$ cat src/rtl/apu_serial_pkg.sv
`default_nettype none
// ============================================================================
//  Module      : apu_serial_pkg
//  Description : Shared constants for the APU bit-serial arithmetic blocks.
//                It holds the controller state encoding and the opcode values.
//  Revision    : 1.0 - initial release
// ============================================================================
package apu_serial_pkg;

  // Controller state encoding. The width is fixed and explicit.
  typedef logic [1:0] state_t;
  localparam state_t IDLE = 2'd0;
  localparam state_t RUN  = 2'd1;
  localparam state_t DONE = 2'd2;

  // Operation select as it is sampled on the subtract input.
  localparam logic OP_ADD = 1'b0;
  localparam logic OP_SUB = 1'b1;

endpackage : apu_serial_pkg
`default_nettype wire

$ cat src/rtl/FullAdder.sv
`default_nettype none
// ============================================================================
//  Module      : FullAdder
//  Description : Single-bit full adder. This is the slice that the
//                bit-serial controller reuses on every clock.
//  Revision    : 1.0 - initial release
// ============================================================================
module FullAdder (
  input  logic a_i,
  input  logic b_i,
  input  logic c_i,
  output logic sum_o,
  output logic carry_o
);

  // Sum and majority carry.
  always_comb begin
    sum_o   = a_i ^ b_i ^ c_i;
    carry_o = (a_i & b_i) | (a_i & c_i) | (b_i & c_i);
  end

endmodule : FullAdder
`default_nettype wire

$ cat src/rtl/bit_serial_add_sub.sv
`default_nettype none
// ============================================================================
//  Module      : bit_serial_add_sub
//  Description : WIDTH-bit two's-complement add/subtract. One shared
//                FullAdder processes one bit per clock, LSB first, and the
//                block uses a start/ready/done handshake.
//                Subtract is computed as opA + ~opB + 1: the carry flop is
//                preset to 1 when the operands are loaded.
//                Result, carryOut and overflow are loaded on the RUN->DONE
//                edge. They are therefore valid in the same cycle that done
//                is high, and they hold until the next operation reaches
//                DONE. Overflow is the carry into the MSB XOR the carry out
//                of the MSB. Both carries are available during the last RUN
//                cycle, so no separate prevCarry flop is needed.
//  Revision    : 1.0 - initial release
// ============================================================================
module bit_serial_add_sub
  import apu_serial_pkg::*;
#(
  parameter int WIDTH = 8
) (
  input  logic             clk,
  input  logic             reset,
  input  logic             start,
  input  logic             subtract,
  input  logic [WIDTH-1:0] opA,
  input  logic [WIDTH-1:0] opB,
  output logic             ready,
  output logic             busy,
  output logic             done,
  output logic [WIDTH-1:0] result,
  output logic             carryOut,
  output logic             overflow
);

  localparam int             CW   = $clog2(WIDTH);
  localparam logic [CW-1:0]  LAST = CW'(WIDTH - 1);

  state_t            state_q;
  state_t            state_d;
  logic [WIDTH-1:0]  a_q;
  logic [WIDTH-1:0]  b_q;
  logic [WIDTH-2:0]  acc_q;
  logic              carry_q;
  logic [CW-1:0]     count_q;
  logic [WIDTH-1:0]  result_q;
  logic              carry_out_q;
  logic              overflow_q;

  logic              fa_sum;
  logic              fa_cout;
  logic [WIDTH-1:0]  acc_full;
  logic              last_bit;

  // Shared bit slice. It is fed from the LSBs of the operand shifters and the carry flop.
  FullAdder u_fa (
    .a_i     (a_q[0]),
    .b_i     (b_q[0]),
    .c_i     (carry_q),
    .sum_o   (fa_sum),
    .carry_o (fa_cout)
  );

  // The new sum bit enters at the MSB. After the last bit this value is the full result.
  assign acc_full = {fa_sum, acc_q};
  assign last_bit = (count_q == LAST);

  // State register.
  always_ff @(posedge clk) begin
    if (reset) begin
      state_q <= IDLE;
    end else begin
      state_q <= state_d;
    end
  end

  // Next-state logic. Start is honoured only in IDLE, and DONE lasts exactly one cycle.
  always_comb begin
    state_d = state_q;
    case (state_q)
      IDLE:    if (start)    state_d = RUN;
      RUN:     if (last_bit) state_d = DONE;
      DONE:    state_d = IDLE;
      default: state_d = IDLE;
    endcase
  end

  // Handshake outputs, decoded from the state only.
  always_comb begin
    ready = 1'b0;
    busy  = 1'b0;
    done  = 1'b0;
    case (state_q)
      IDLE:    ready = 1'b1;
      RUN:     busy  = 1'b1;
      DONE:    done  = 1'b1;
      default: ready = 1'b0;
    endcase
  end

  // Datapath: operands are captured at start, shifted once per RUN cycle, and the result is loaded on the last bit.
  always_ff @(posedge clk) begin
    if (reset) begin
      a_q         <= '0;
      b_q         <= '0;
      acc_q       <= '0;
      carry_q     <= 1'b0;
      count_q     <= '0;
      result_q    <= '0;
      carry_out_q <= 1'b0;
      overflow_q  <= 1'b0;
    end else begin
      case (state_q)
        IDLE: begin
          if (start) begin
            a_q     <= opA;
            b_q     <= (subtract == OP_SUB) ? ~opB : opB;
            carry_q <= subtract;
            count_q <= '0;
          end
        end
        RUN: begin
          a_q     <= a_q >> 1;
          b_q     <= b_q >> 1;
          acc_q   <= acc_full[WIDTH-1:1];
          carry_q <= fa_cout;
          if (last_bit) begin
            result_q    <= acc_full;
            carry_out_q <= fa_cout;
            overflow_q  <= carry_q ^ fa_cout;
          end else begin
            count_q <= count_q + CW'(1);
          end
        end
        default: begin
          // DONE keeps every datapath register unchanged.
        end
      endcase
    end
  end

  assign result   = result_q;
  assign carryOut = carry_out_q;
  assign overflow = overflow_q;

endmodule : bit_serial_add_sub
`default_nettype wire

$ cat config.mk
export PLATFORM = sky130hd
export DESIGN_NAME = bit_serial_add_sub
export DESIGN_NICKNAME = d
export VERILOG_FILES = /design/src/rtl/apu_serial_pkg.sv /design/src/rtl/FullAdder.sv /design/src/rtl/bit_serial_add_sub.sv
export SDC_FILE = /design/constraint.sdc
export NUM_CORES = 1
export LEC_CHECK = 0
export CORE_MARGIN = 5
export CORE_UTILIZATION = 46
export DETAILED_ROUTE_END_ITERATION = 8
export PLACE_DENSITY = 0.78
export SLEW_MARGIN = 20
export SYNTH_ARGS = -nofsm -noshare
export SYNTH_HDL_FRONTEND = slang
export SYNTH_HIERARCHICAL = 1
export SYNTH_SLANG_ARGS = --single-unit
$ cat constraint.sdc
create_clock -name clk -period 1.3 [get_ports clk]
set_input_delay 0.13 -clock clk [delete_from_list [all_inputs] [get_ports clk]]
set_output_delay 0.13 -clock clk [all_outputs]
set_load 0.01 [all_outputs]
==> results by stage, run 1 <==
Critical path:
- STA puts the critical path data arrival time at between 1000 and 1500 ps.
- Counting both buffers and inverters, the worst setup path holds a total of 1.
- The worst flop-to-flop path startpoint is count_q[1]$_SDFFE_PP0P_.
- The type of element launching the critical path is a flop.
- The cell family contributing the most delay on the critical path is flip-flops.
- The kind of critical path is flop to flop.
- The instance count on the critical path is 6.
- Tracing the worst setup path back leads to its startpoint at count_q[1]$_SDFFE_PP0P_.
- The biggest cell delay along the critical path is 340 ps.
- The signal on the critical path passes through ha_4 > ha_4 > and3b_2 > buf_6 > nand2_1 > a21oi_1.
- At the worst endpoint, the required time is roughly 1500 ps.
- The depth of the worst register-to-register path is 6.
- The capturing element type of the critical path is a flop.
- Along the worst path, the maximum fanout reaches 9.
- The endpoint identified for the worst register-to-register timing path is result[6]$_SDFFE_PP0P_.
- The register-to-register setup slack is between 15 and 20 ps.
- The most critical setup path has its endpoint at result[6]$_SDFFE_PP0P_.
- The library cell contributing the largest single delay on the critical path is sky130_fd_sc_hd__dfxtp_2.
- The most used cell along the critical path is sky130_fd_sc_hd__ha_4.

Timing:
- At the pin with the least slew margin, the transition time is approximately 270 ps.
- The total of endpoints with negative setup slack in the final report is 0.
- In this run the tightest slew margin relative to its limit is between 80% and 90%.
- The maximum clock frequency is 780 MHz.
- Of the available clock period, the critical path in the final layout requires 98.7%.
- The number of max-slew violations in the final report is 0.
- Between clock sinks in the finished design, the worst skew comes to 7.43 ps.
- Setup repair after global routing could not meet its margin everywhere.
- The summed negative setup slack over all endpoints is 0 ps.
- The number of hold violations in the final report is 0.
- The routed design could run at a clock period as short as around 1300 ps.

Clock tree:
- In this run, post-CTS hold repair placed 0 buffers.
- In this run the number of H-tree levels came out at 2.
- Counting along the longest clock path gives a buffer depth of 2.
- The clock latency of the later-clocked register in the worst-skew pair is 290 ps.
- The total clock sinks is 39.
- The register clock-pin slew on the reported worst setup and hold paths is approximately 80 ps.
- The root buffer cell chosen for the clock tree is sky130_fd_sc_hd__clkbuf_8.
- The number of buffers created by CTS is 5.
- The CTS tree is done.

Yosys:
- The count of warnings emitted by yosys is 6.
- The number of storage elements in the synthesis netlist is 39.
- After synthesis, the largest area contributor takes up a little under half of total cell area.
- The number of instances in the synthesized netlist is about 190.
- The total standard cell area after synthesis is ~1700 um2.
- The biggest area contributor in the post-synthesis netlist is sky130_fd_sc_hd__dfxtp_1.
- Sorting the synthesized cells by area gives the leading types as sky130_fd_sc_hd__dfxtp_1 (45%), sky130_fd_sc_hd__nand2_1 (7.6%), sky130_fd_sc_hd__a2111oi_2 (6.1%).
- Sequential cells were found to cover about 45% of the synthesized design area.
- The synthesized netlist contains 29 unique library cells.
- The mean instance size in the synthesized netlist is roughly 9 um2.
- The net count after synthesis is approximately 210.

Cells and area:
- The repair_antennas step left the layout with diodes totalling 0.
- Compared with the post-synthesis result, the final layout area differs by 44.6%.
- Cells with a size suffix above 1 make up between 20 and 30% of the layout.
- The final instance area is around 2500 um2.
- The final net count is approximately 260.

Drt:
- The number of iterations in the first detailed-routing pass is 4.
- The vias per cell is between 5 and 6.
- The total routed wirelength is approximately 3700 um.
- For this run, design rule violations remaining after detail routing come to 0.
- The mean routed wirelength per cell is 13.1 um.
- The count of antenna-violating nets left after detailed routing is 0.
- The total number of vias is about 1,400.
- The iteration-0 DRC count of the detailed router is 86.

Floorplanning:
- The top-level I/O count is 33.
- The horizontal die dimension is about 71 um.
- The placeable core region is 3630 um2.
- The number of rows created at floorplan is 22.
- The die covers between 5000 and 6000 um2.
- In this run the vertical extent of the chip is just over 70 um.
- The starting density of the core is between 40% and 50%.

Global route:
- Global routing used between 15 and 20% of the available tracks across all layers.
- After global routing the overflow that remains totals 0.
- The number of global-route vias before repair was roughly 1,300.
- The first global-routing pass estimated 6000 um of wire.
- The number of antenna violations at the first check in global routing is 0.
- Entering global routing, the biggest net connects 18 pins.

Power:
- Across the VDD grid, the largest voltage drop is roughly 0.64 mV.
- The static leakage is just under 0.001 uW.
- In this run the power density over the cells is about 1200 nW/um2.
- The total chip power is 2960 uW.

Min path:
- Counting instances, the worst hold path has a depth of 2.
- The worst hold path belongs to the class flop to flop.

Placement:
- In this run the tool buffered the top-level ports with 32 buffer cells.
- The total half-perimeter wirelength after legalization and detailed placement is between 2000 and 3000 um.
- At the end of routability-driven placement, the weighted congestion stood at about 0.74.
- In this run the cell area measured after placement is about 2200 um2.

Run status:
- The run finished with clean final reports.

Flow run:
- The max-cap check violation count is 0.
## where the power goes
part           switching [uW]  leakage (uW)  internal, uW  total, uW
logic                     216      0.000586           258        474
clock network             426     0.0000644           765       1190
registers                40.8      0.000321          1260       1300
total                     683      0.000972          2280       2960
## cell usage after synthesis
master                      number
sky130_fd_sc_hd__xor2_1          1
sky130_fd_sc_hd__nand2_1        35
sky130_fd_sc_hd__buf_4           3
sky130_fd_sc_hd__inv_1           1
sky130_fd_sc_hd__and3b_1         1
sky130_fd_sc_hd__o21ai_0         2
sky130_fd_sc_hd__nand2b_4        1
sky130_fd_sc_hd__nor3b_4         1
sky130_fd_sc_hd__clkinv_1        1
sky130_fd_sc_hd__nor4b_1         1
sky130_fd_sc_hd__buf_6           4
sky130_fd_sc_hd__a211oi_1        9
sky130_fd_sc_hd__o21ba_4         1
sky130_fd_sc_hd__a22oi_1         2
sky130_fd_sc_hd__o21bai_1        1
sky130_fd_sc_hd__buf_2           2
sky130_fd_sc_hd__a2111oi_2       7
sky130_fd_sc_hd__clkbuf_1        3
sky130_fd_sc_hd__o31ai_1         1
sky130_fd_sc_hd__ha_1            2
sky130_fd_sc_hd__mux2i_1         8
sky130_fd_sc_hd__nor2b_1         2
sky130_fd_sc_hd__dfxtp_1        39
sky130_fd_sc_hd__a21oi_1        17
sky130_fd_sc_hd__fa_1            1
sky130_fd_sc_hd__nand2b_1        4
sky130_fd_sc_hd__xnor2_1         8
sky130_fd_sc_hd__nand3b_1        1
sky130_fd_sc_hd__nor2_1         27
## timing repair
item                       CTS  global route
hold endpoints to repair     0             0
pin swaps                    1            12
cloned                       0             2
setup endpoints to repair   38            32
setup buffers                0             4
resized for setup           27            22
## worst min path at each step
stage                      startpoint                     end
6_report       result[0]$_SDFFE_PP0P_  result[0]$_SDFFE_PP0P_
5_1_grt                        opA[7]     a_q[7]$_SDFFE_PP0P_
4_1_cts        result[5]$_SDFFE_PP0P_  result[5]$_SDFFE_PP0P_
3_5_place_dp    acc_q[0]$_SDFFE_PP0N_   acc_q[0]$_SDFFE_PP0N_
3_3_place_gp    acc_q[0]$_SDFFE_PP0N_  result[0]$_SDFFE_PP0P_
2_1_floorplan                  opA[7]     a_q[7]$_SDFFE_PP0P_
## cell usage in the layout (no fill, tap or decap), types with 3 or more instances in the layout
cell type,count
sky130_fd_sc_hd__nand2_1,35
sky130_fd_sc_hd__dfxtp_1,35
sky130_fd_sc_hd__nor2_1,25
sky130_fd_sc_hd__clkdlybuf4s50_1,19
sky130_fd_sc_hd__a21oi_1,15
sky130_fd_sc_hd__buf_4,11
sky130_fd_sc_hd__dlygate4sd2_1,10
sky130_fd_sc_hd__mux2i_1,8
sky130_fd_sc_hd__xnor2_1,8
sky130_fd_sc_hd__a2111oi_2,7
sky130_fd_sc_hd__a211oi_1,6
sky130_fd_sc_hd__clkbuf_8,5
sky130_fd_sc_hd__buf_12,4
sky130_fd_sc_hd__a211oi_2,3
sky130_fd_sc_hd__nand2b_1,3
sky130_fd_sc_hd__dfxtp_2,3
sky130_fd_sc_hd__buf_6,3
## routing by layer
metal	vias up	share of wire (%)	global-route usage [%]
li1	732	-	-
met1	679	44	18.3
met2	26	51	24.3
met3	5	4.7	5.26
met4	0	1.1	6.26
met5	-	0	0
## tightest hold or removal path, stage by stage (launching register included)
cell                      delay, ps
sky130_fd_sc_hd__dfxtp_1        310
sky130_fd_sc_hd__nand2_1         50
sky130_fd_sc_hd__a21oi_1         50
## cells by family (layout without fill, tap and decap cells)
logic type                 count (synthesis)  in the layout  synth area share, %
DFF                                       39             39                 45.3
adders and majority gates                  3              3                 2.61
muxes                                      8              8                 4.65
AOI/OAI and AO/OA                         40             41                 18.2
buffers and inverters                     14             63                 5.59
and+or+nand+nor                           73             73                 19.0
xor gates and xnor gates                   9              9                 4.58
## cell type report
type / instances / area [um2]
Fill cell: 276 / 1140
Multi-Input combinational cell: 134 / 947
Sequential cell: 39 / 788
Timing Repair Buffer: 53 / 552
Clock buffer: 5 / 68.8
Clock inverter: 3 / 67.6
Tap cell: 48 / 60.1
Inverter: 2 / 7.51
## registers in the layout, indices dropped and copies added, names as in the netlist
register  cells
a_q           8
carry_q       1
carryOut      1
overflow      1
count_q       3
result        8
acc_q         7
b_q           8
state_q       2
## metrics by stage
step           worst slack (ps)  hold WS [ps]  instances  util (%)
5_1_grt                   -25.5           467        284      68.6
4_1_cts                   -23.7           457        278      64.7
3_5_place_dp               -135           448        270      60.3
2_1_floorplan              13.3           278        186         -
3_3_place_gp              -60.2           440        270      60.3
6_report                   17.3           453        284      68.6
Power figures use the tool's default switching activity.
==> inputs of run 2 (changes only) <==
--- a/config.mk
+++ b/config.mk
@@ -5,10 +5,11 @@
 export SDC_FILE = /design/constraint.sdc
 export NUM_CORES = 1
 export LEC_CHECK = 0
+export ABC_AREA = 1
 export CORE_MARGIN = 5
 export CORE_UTILIZATION = 46
 export DETAILED_ROUTE_END_ITERATION = 8
-export PLACE_DENSITY = 0.78
+export PLACE_DENSITY = 0.77
 export SLEW_MARGIN = 20
 export SYNTH_ARGS = -nofsm -noshare
 export SYNTH_HDL_FRONTEND = slang
==> results by stage, run 2 <==
Clock tree:
- The register clock-pin slew on the reported worst setup and hold paths is about 70 ps.
- For the worst-skew pair, the clock arrives at the later sink with an insertion delay of 280 ps.
- The number of setup buffers added after CTS is 0.
- The longest clock path from root to sink contains 2 buffers.
- The H-tree depth is 2.
- The CTS tree is done.
- The root cell of the clock tree is sky130_fd_sc_hd__clkbuf_8.
- The number of hold buffers added after CTS is 0.
- The total clock sinks is 39.
- Clock tree synthesis inserted a total of 5 buffers.

Drt:
- The mean routed wirelength per cell is 11.2 um.
- The final routed DRC violation total is 0.
- The iteration-0 DRC count of the detailed router is between 100 and 150.
- After detailed routing, the total wire length is 3890 um.
- The total number of vias is 1,699.
- The number of iterations in the first detailed-routing pass is 4.
- The vias per cell is ~5.
- The count of antenna-violating nets left after detailed routing is 0.

Yosys:
- The largest family of logic cells by synthesized area is simple AND/OR/NAND/NOR gates.
- Yosys attributes the largest share of cell area to sky130_fd_sc_hd__dfxtp_1 (43%), sky130_fd_sc_hd__nand2_1 (14%), sky130_fd_sc_hd__nor2_1 (8.3%).
- The synthesized netlist devotes less than 1% of its cell area to XOR and XNOR gates.
- The share of synthesized cell area in and, or, nand and nor gates is around a third.
- Summing the areas of all compound-gate instances in the mapped netlist gives a little over a tenth of the synthesized area.
- The number of storage elements in the synthesis netlist is 39.
- The sequential share of the synthesized area is between 40 and 50%.
- The most frequent cell after synthesis is sky130_fd_sc_hd__nand2_1.
- Of all cell types, the one taking the most synthesized area is sky130_fd_sc_hd__dfxtp_1.
- The total standard cell area after synthesis is between 1500 and 2000 um2.
- The distinct cell type count of the synthesized netlist is 24.
- The most used flip-flop cell after synthesis is sky130_fd_sc_hd__dfxtp_1.
- The adder-cell area share of the yosys netlist is 2.48%.
- The mux contribution to synthesized area is 0%.
- The number of synthesized flops with an enable pin is 0.
- Sorting the synthesized cells by how often they occur yields sky130_fd_sc_hd__nand2_1 (68), sky130_fd_sc_hd__nor2_1 (40), sky130_fd_sc_hd__dfxtp_1 (39).
- The area share of the largest cell type after synthesis is 42.9%.
- The net count after synthesis is 281.
- For this run, the number of Yosys warnings is 6.
- In the synthesized netlist, the number of instances is ~260.
- The mean instance size in the synthesized netlist is 7.05 um2.
- For this run, asynchronously set or reset flops after synthesis account for 0%.

Timing:
- The portion of the clock cycle consumed by the worst path in the final layout is between 90% and 100%.
- Setup repair after global routing left no endpoint under its margin.
- Headroom to the max-slew limit came out at between 80% and 90%.
- For the final routed database, the setup TNS stands at 0 ps.
- The number of max-slew violations in the final report is 0.
- The number of hold violations in the final report is 0.
- Between clock sinks in the finished design, the worst skew comes to 4.40 ps.
- The maximum clock frequency is 821 MHz.
- The routed design could run at a clock period as short as between 1000 and 1500 ps.
- The transition at the pin with the smallest max-transition slack is roughly 190 ps.
- Setup violations remaining at the end of the flow were counted as 0.

Cells and area:
- 0 antenna diodes ended up in the layout.
- The synthesis-to-finish area growth is 29.9%.
- The most common library cell in the layout ignoring fill and taps is sky130_fd_sc_hd__nand2_1.
- The final layout contains 324 nets.
- The count of cells in the finished layout, fillers not included, comes to ~350.
- The layout cell share with drive strength beyond 1 is a little over an eighth.
- The top cell types in the final layout, fill and taps aside, are sky130_fd_sc_hd__nand2_1 (68), sky130_fd_sc_hd__nor2_1 (39), sky130_fd_sc_hd__dfxtp_1 (37).

Floorplanning:
- The die covers 5310 um2.
- Measured along the x axis, the die boundary spans between 70 and 80 um.
- In this run the core area contains 22 standard-cell rows.
- The initial utilization of the core area, before any placement, comes to 48.6%.
- The placeable core region is ~3700 um2.
- The top-level I/O count is 33.
- From bottom edge to top edge, the die measures between 70 and 80 um.

Critical path:
- The number of buffers and inverters on the critical path is 0.
- The most used cell along the critical path is sky130_fd_sc_hd__nor2_1.
- On the worst path, the slowest cell contributes a delay of around 450 ps.
- The cell family contributing the most delay on the critical path is adder cells.
- The required arrival time at the worst endpoint is ~1500 ps.
- The critical path is of the flop to flop type.
- Among all stages on the critical path, the largest delay is contributed by sky130_fd_sc_hd__fa_1.
- The worst setup path is captured at a flop.
- Traced cell by cell, the critical path runs through fa_1 > xor2_1 > nor2_1 > nor2_1.
- The arrival time at the worst endpoint is 1390 ps.
- The type of element launching the critical path is a flop.
- Of all nets on the critical path, the largest fanout is 2.

Placement:
- The total half-perimeter wirelength after legalization and detailed placement is slightly below 3000 um.
- Counting tap cells, the placed design contains a total of 342 instances.
- The congestion estimate from routability-driven global placement came to a little under 0.8.
- The quantity of I/O buffers inserted on ports is 32.

Power:
- The worst voltage drop across the vdd grid is between 0.8 and 0.9 mV.
- The analysis attributes to cell leakage a power of approximately 0.0012 uW.
- The total power per unit cell area is between 1000 and 1500 nW/um2.

Global route:
- Across every metal layer, demand over resource in global routing totals approximately 16%.
- The aggregate global routing overflow is 0.
- The number of antenna violations at the first check in global routing is 0.
- The largest net degree at the start of global routing is 20.
- The global-route wire length before repair is 6570 um.
- The number of global-route vias before repair is 1,484.

Min path:
- The worst min-delay path class is primary input to flop.

Run status:
- The flow ran to the end, and the final reports show no timing, DRC or antenna violations.

Flow run:
- The tool flagged a number of max-cap violations equal to 0.
run 2: routing by layer:
metal | global-route usage, % | up-vias | part of all wire, %
li1 | - | 894 | -
met4 | 5.53 | 0 | 1.4
met1 | 20.6 | 764 | 47
met5 | 0 | - | 0
met3 | 4.96 | 6 | 4.5
met2 | 24.9 | 35 | 47
run 2: metrics by stage:
step | util (%) | hold slack, ps | instance area, um2 | setup slack (ps) | power, uW
2_1_floorplan | - | 199 | 1820 | 149 | 1590
3_3_place_gp | 60.3 | 454 | 2260 | 23.4 | 1740
3_5_place_dp | 60.3 | 456 | 2260 | 1.44 | 1750
4_1_cts | 62.1 | 432 | 2320 | 3.38 | 2480
5_1_grt | 63.1 | 438 | 2360 | 6.67 | 2590
6_report | 63.1 | 433 | 2360 | 82.7 | 2450
run 2: final timing paths:
check | start | end | slack [ps] | depth (start not counted)
max | a_q[0]$_SDFFE_PP0P_ | overflow$_SDFFE_PP0P_ | 80 | 4
min | opA[7] | a_q[7]$_SDFFE_PP0P_ | 430 | 3
max reg2reg | a_q[0]$_SDFFE_PP0P_ | overflow$_SDFFE_PP0P_ | 80 | 4
min reg2reg | acc_q[1]$_SDFFE_PP0N_ | result[1]$_SDFFE_PP0P_ | 470 | 2
run 2: cell families (layout without fill, tap and decap cells):
| group | after synthesis | after routing |
|---|---|---|
| compound gates | 39 | 39 |
| xor+xnor | 2 | 2 |
| fa+ha+maj | 3 | 3 |
| buf+inv | 36 | 78 |
| flops | 39 | 39 |
| simple gates | 139 | 139 |
run 2: tightest hold or removal path: stages:
cell	delay [ps]
sky130_fd_sc_hd__clkdlybuf4s50_1	420
sky130_fd_sc_hd__nand2_1	70
sky130_fd_sc_hd__a21oi_1	50
run 2: layout make-up:
| class | instances | area (um2) |
|---|---|---|
| clock buffer | 6 | 72.6 |
| fill | 346 | 1380 |
| inverter | 24 | 92.6 |
| multi-input combinational | 183 | 882 |
| sequential | 39 | 783 |
| tap | 48 | 60.1 |
| timing repair buffer | 48 | 472 |
run 2: what timing repair did:
action | in CTS | in global routing
setup endpoints to repair | 7 | 22
resized for setup | 6 | 24
hold endpoints to repair | 0 | 0
pin swaps | 1 | 1
run 2: report_power, final:
part / switching, uW / total, uW / internal (uW) / leakage (uW)
Sequential: 37.4 / 1300 / 1270 / 0.000321
Clock: 372 / 730 / 357 / 0.0000371
Combinational: 221 / 419 / 198 / 0.000891
==> inputs of run 3 (changes only) <==
--- a/config.mk
+++ b/config.mk
@@ -6,7 +6,8 @@
 export NUM_CORES = 1
 export LEC_CHECK = 0
 export ABC_AREA = 1
-export CORE_MARGIN = 5
+export ABC_CLOCK_PERIOD_IN_PS = 1300
+export CORE_MARGIN = 2
 export CORE_UTILIZATION = 46
 export DETAILED_ROUTE_END_ITERATION = 8
 export PLACE_DENSITY = 0.77
==> results by stage, run 3 (synthesis results as in run 2) <==
Power:
- The worst voltage drop across the vdd grid is between 0.8 and 0.9 mV.
- Net switching is 25.6% of the power.
- The total power per unit cell area is around 1100 nW/um2.
- The share of power burned in combinational logic is between 10% and 20%.
- Internal power comes to ~2000 uW.
- Summed over all cells, the static leakage comes to between 0.001 and 0.0015 uW.
- Of the total power, the clock network draws a little under two fifths.
- The switching power is between 700 and 800 uW.
- The sequential power share is between 40% and 50%.

Floorplanning:
- The placeable core region is between 3000 and 4000 um2.
- The starting density of the core is between 40% and 50%.
- The die is 66.9 um tall.
- The number of rows created at floorplan is 22.
- The die is around 67 um wide.
- For this design the top-level I/O count stands at 33.
- The die footprint is 4470 um2.

Critical path:
- The worst setup path is launched from a flop.
- The kind of critical path is flop to primary output.
- The biggest fanout along the worst timing path is 3.
- For this run, the slowest stage of the critical path takes about 380 ps.
- The signal on the critical path passes through inv_2 > nor2_1 > clkdlybuf4s15_1.
- The required arrival time at the worst endpoint is around 1200 ps.
- The arrival time at the worst endpoint is 1120 ps.
- The capturing element type of the critical path is a primary output.
- The largest individual stage delay along the critical path comes from the cell sky130_fd_sc_hd__dfxtp_2.

Timing:
- Of the available clock period, the critical path in the final layout requires a little over nine tenths.
- The number of max-slew violations in the final report came to 0.
- The post-layout minimum cycle time is ~1200 ps.
- The summed negative setup slack over all endpoints is 0 ps.
- The transition at the pin with the smallest max-transition slack is roughly 200 ps.
- The total of endpoints with negative setup slack in the final report is 0.
- Across all setup checks in the final design, the least slack found is around 53 ps.
- The worst slew margin relative to its limit is roughly 86%.
- The number of hold violations in the final report came to 0.
- Derived from the worst setup path, the maximum achievable clock frequency is around 800 MHz.
- Clock skew on the completed layout was measured at roughly 4.5 ps.
- Setup repair after global routing left no endpoint under its margin.

Global route:
- The aggregate global routing overflow is 0.
- The first global-routing pass estimated 6550 um of wire.
- The largest net degree at the start of global routing is 22.
- The number of global-route vias before repair was around 1,600.
- For this run, the total global-route usage over all layers was measured as 19.5%.
- The number of antenna violations at the first check in global routing is 0.

Drt:
- The total number of vias is between 1,500 and 2,000.
- Dividing the detail-routed via count by the number of cells gives 4.83.
- The mean routed wirelength per cell is approximately 11 um.
- The count of antenna-violating nets left after detailed routing is 0.
- In the routed design, unresolved DRC markers number 0.
- In this run, the number of DRC markers left after iteration 0 of detailed routing was 104.
- The final layout contains routed wiring with a total length of ~4000 um.
- The number of iterations in the first detailed-routing pass is 4.

Clock tree:
- The total clock sinks is 39.
- The H-tree depth is 2.
- The longest clock path from root to sink contains 2 buffers.
- The root cell of the clock tree is sky130_fd_sc_hd__clkbuf_8.
- The later pin in the worst-skew pair is clocked with a latency of 290 ps.
- The CTS tree is done.
- The number of buffers created by CTS is 5.
- The register clock-pin slew on the reported worst setup and hold paths is 80 ps.

Placement:
- The total half-perimeter wirelength after legalization and detailed placement is roughly 2800 um.
- The post-placement cell count is about 340.
- OpenSTA, run right after detailed placement, puts the worst setup slack at -4.82 ps.
- Summing all placed instances gives a cell area of 2260 um2.
- Input and output buffers added on the ports amount to 32.
- The congestion estimate from routability-driven global placement came to 0.808.

Run status:
- The flow ran to the end, and the final reports show no timing, DRC or antenna violations.

Cells and area:
- The final instance area is about 2400 um2.
- Fill cells in the final layout number ~350.
- The number of antenna diodes in the final layout is 0.
- The layout cell share with drive strength beyond 1 is between 10% and 20%.
- The count of non-filler cells in the finished layout is 351.
- In the layout the commonest cells are sky130_fd_sc_hd__nand2_1 (68), sky130_fd_sc_hd__nor2_1 (40), sky130_fd_sc_hd__dfxtp_1 (36).
- The final net count is about 330.
- Compared with the post-synthesis result, the final layout area differs by 31.6%.
- The most common library cell in the layout ignoring fill and taps is sky130_fd_sc_hd__nand2_1.

Min path:
- The path class of the tightest hold or removal check is primary input to flop.

Flow run:
- Across the run, the number of max-cap violations was 0.
-- run 3: cell types whose count changed in the layout (fill, tap and decap cells not counted), sizes merged --
cell	before	now
dlygate4sd2	3	8
buf	16	17
bufinv	0	1
dlymetal6s2s	8	3
clkinv	0	2
clkdlybuf4s15	0	2
clkbuf	8	5
-- run 3: path summary, 6_finish.rpt --
kind	startpoint	depth (start not counted)	end	slack (ps)
max reg2reg	count_q[0]$_SDFFE_PP0P_	7	result[5]$_SDFFE_PP0P_	70
min reg2reg	acc_q[3]$_SDFFE_PP0N_	2	acc_q[3]$_SDFFE_PP0N_	460
min	opA[7]	3	a_q[7]$_SDFFE_PP0P_	430
max	state_q[1]$_SDFFE_PP0P_	3	done	50
-- run 3: through the flow --
step                      hold WS [ps]  total power [uW]  utilization, %
after floorplan                    199              1590               -
after global placement             448              1740            60.3
after detailed placement           458              1750            60.3
after CTS                          430              2760            63.0
after global routing               459              2860            63.9
final                              433              2740            63.9
-- run 3: power by group through the flow --
stage | registers [uW] | clock network [uW] | logic, uW
after global placement | 1330 | 0 | 414
after floorplan | 1320 | 0 | 276
after global routing | 1310 | 1070 | 477
after detailed placement | 1330 | 0 | 423
final | 1300 | 1010 | 425
after CTS | 1300 | 1030 | 425
-- run 3: cell type report --
cell class              count  area [um2]  area share [%]
inverters                  24        90.1            3.77
multi-input cells         183         875            36.6
flip-flops and latches     39         785            32.8
clock buffers               5        68.8            2.88
clock inverters             3        43.8            1.83
well taps                  48        60.1            2.51
repair buffers             49         470            19.7
-- run 3: worst max-delay path, delay by kind of cell (launching register included) --
kind | cells | cell delay, ps
buffers and inverters | 2 | 310
AND/OR/NAND/NOR | 1 | 140
flip-flops | 1 | 380
-- run 3: what timing repair did --
action / CTS / global route
hold endpoints to repair: 0 / 0
pin swaps: 1 / 2
setup endpoints to repair: 13 / 18
setup buffers: 0 / 1
hold buffers: 0 / 0
resized for setup: 13 / 13
-- run 3: routing by layer --
metal | track usage, % | vias up | share of wire (%)
met5 | 0 | - | 0
met4 | 9.18 | 0 | 2.0
met3 | 4.05 | 9 | 4.2
met2 | 32.3 | 34 | 48
met1 | 24.2 | 756 | 46
li1 | - | 895 | -
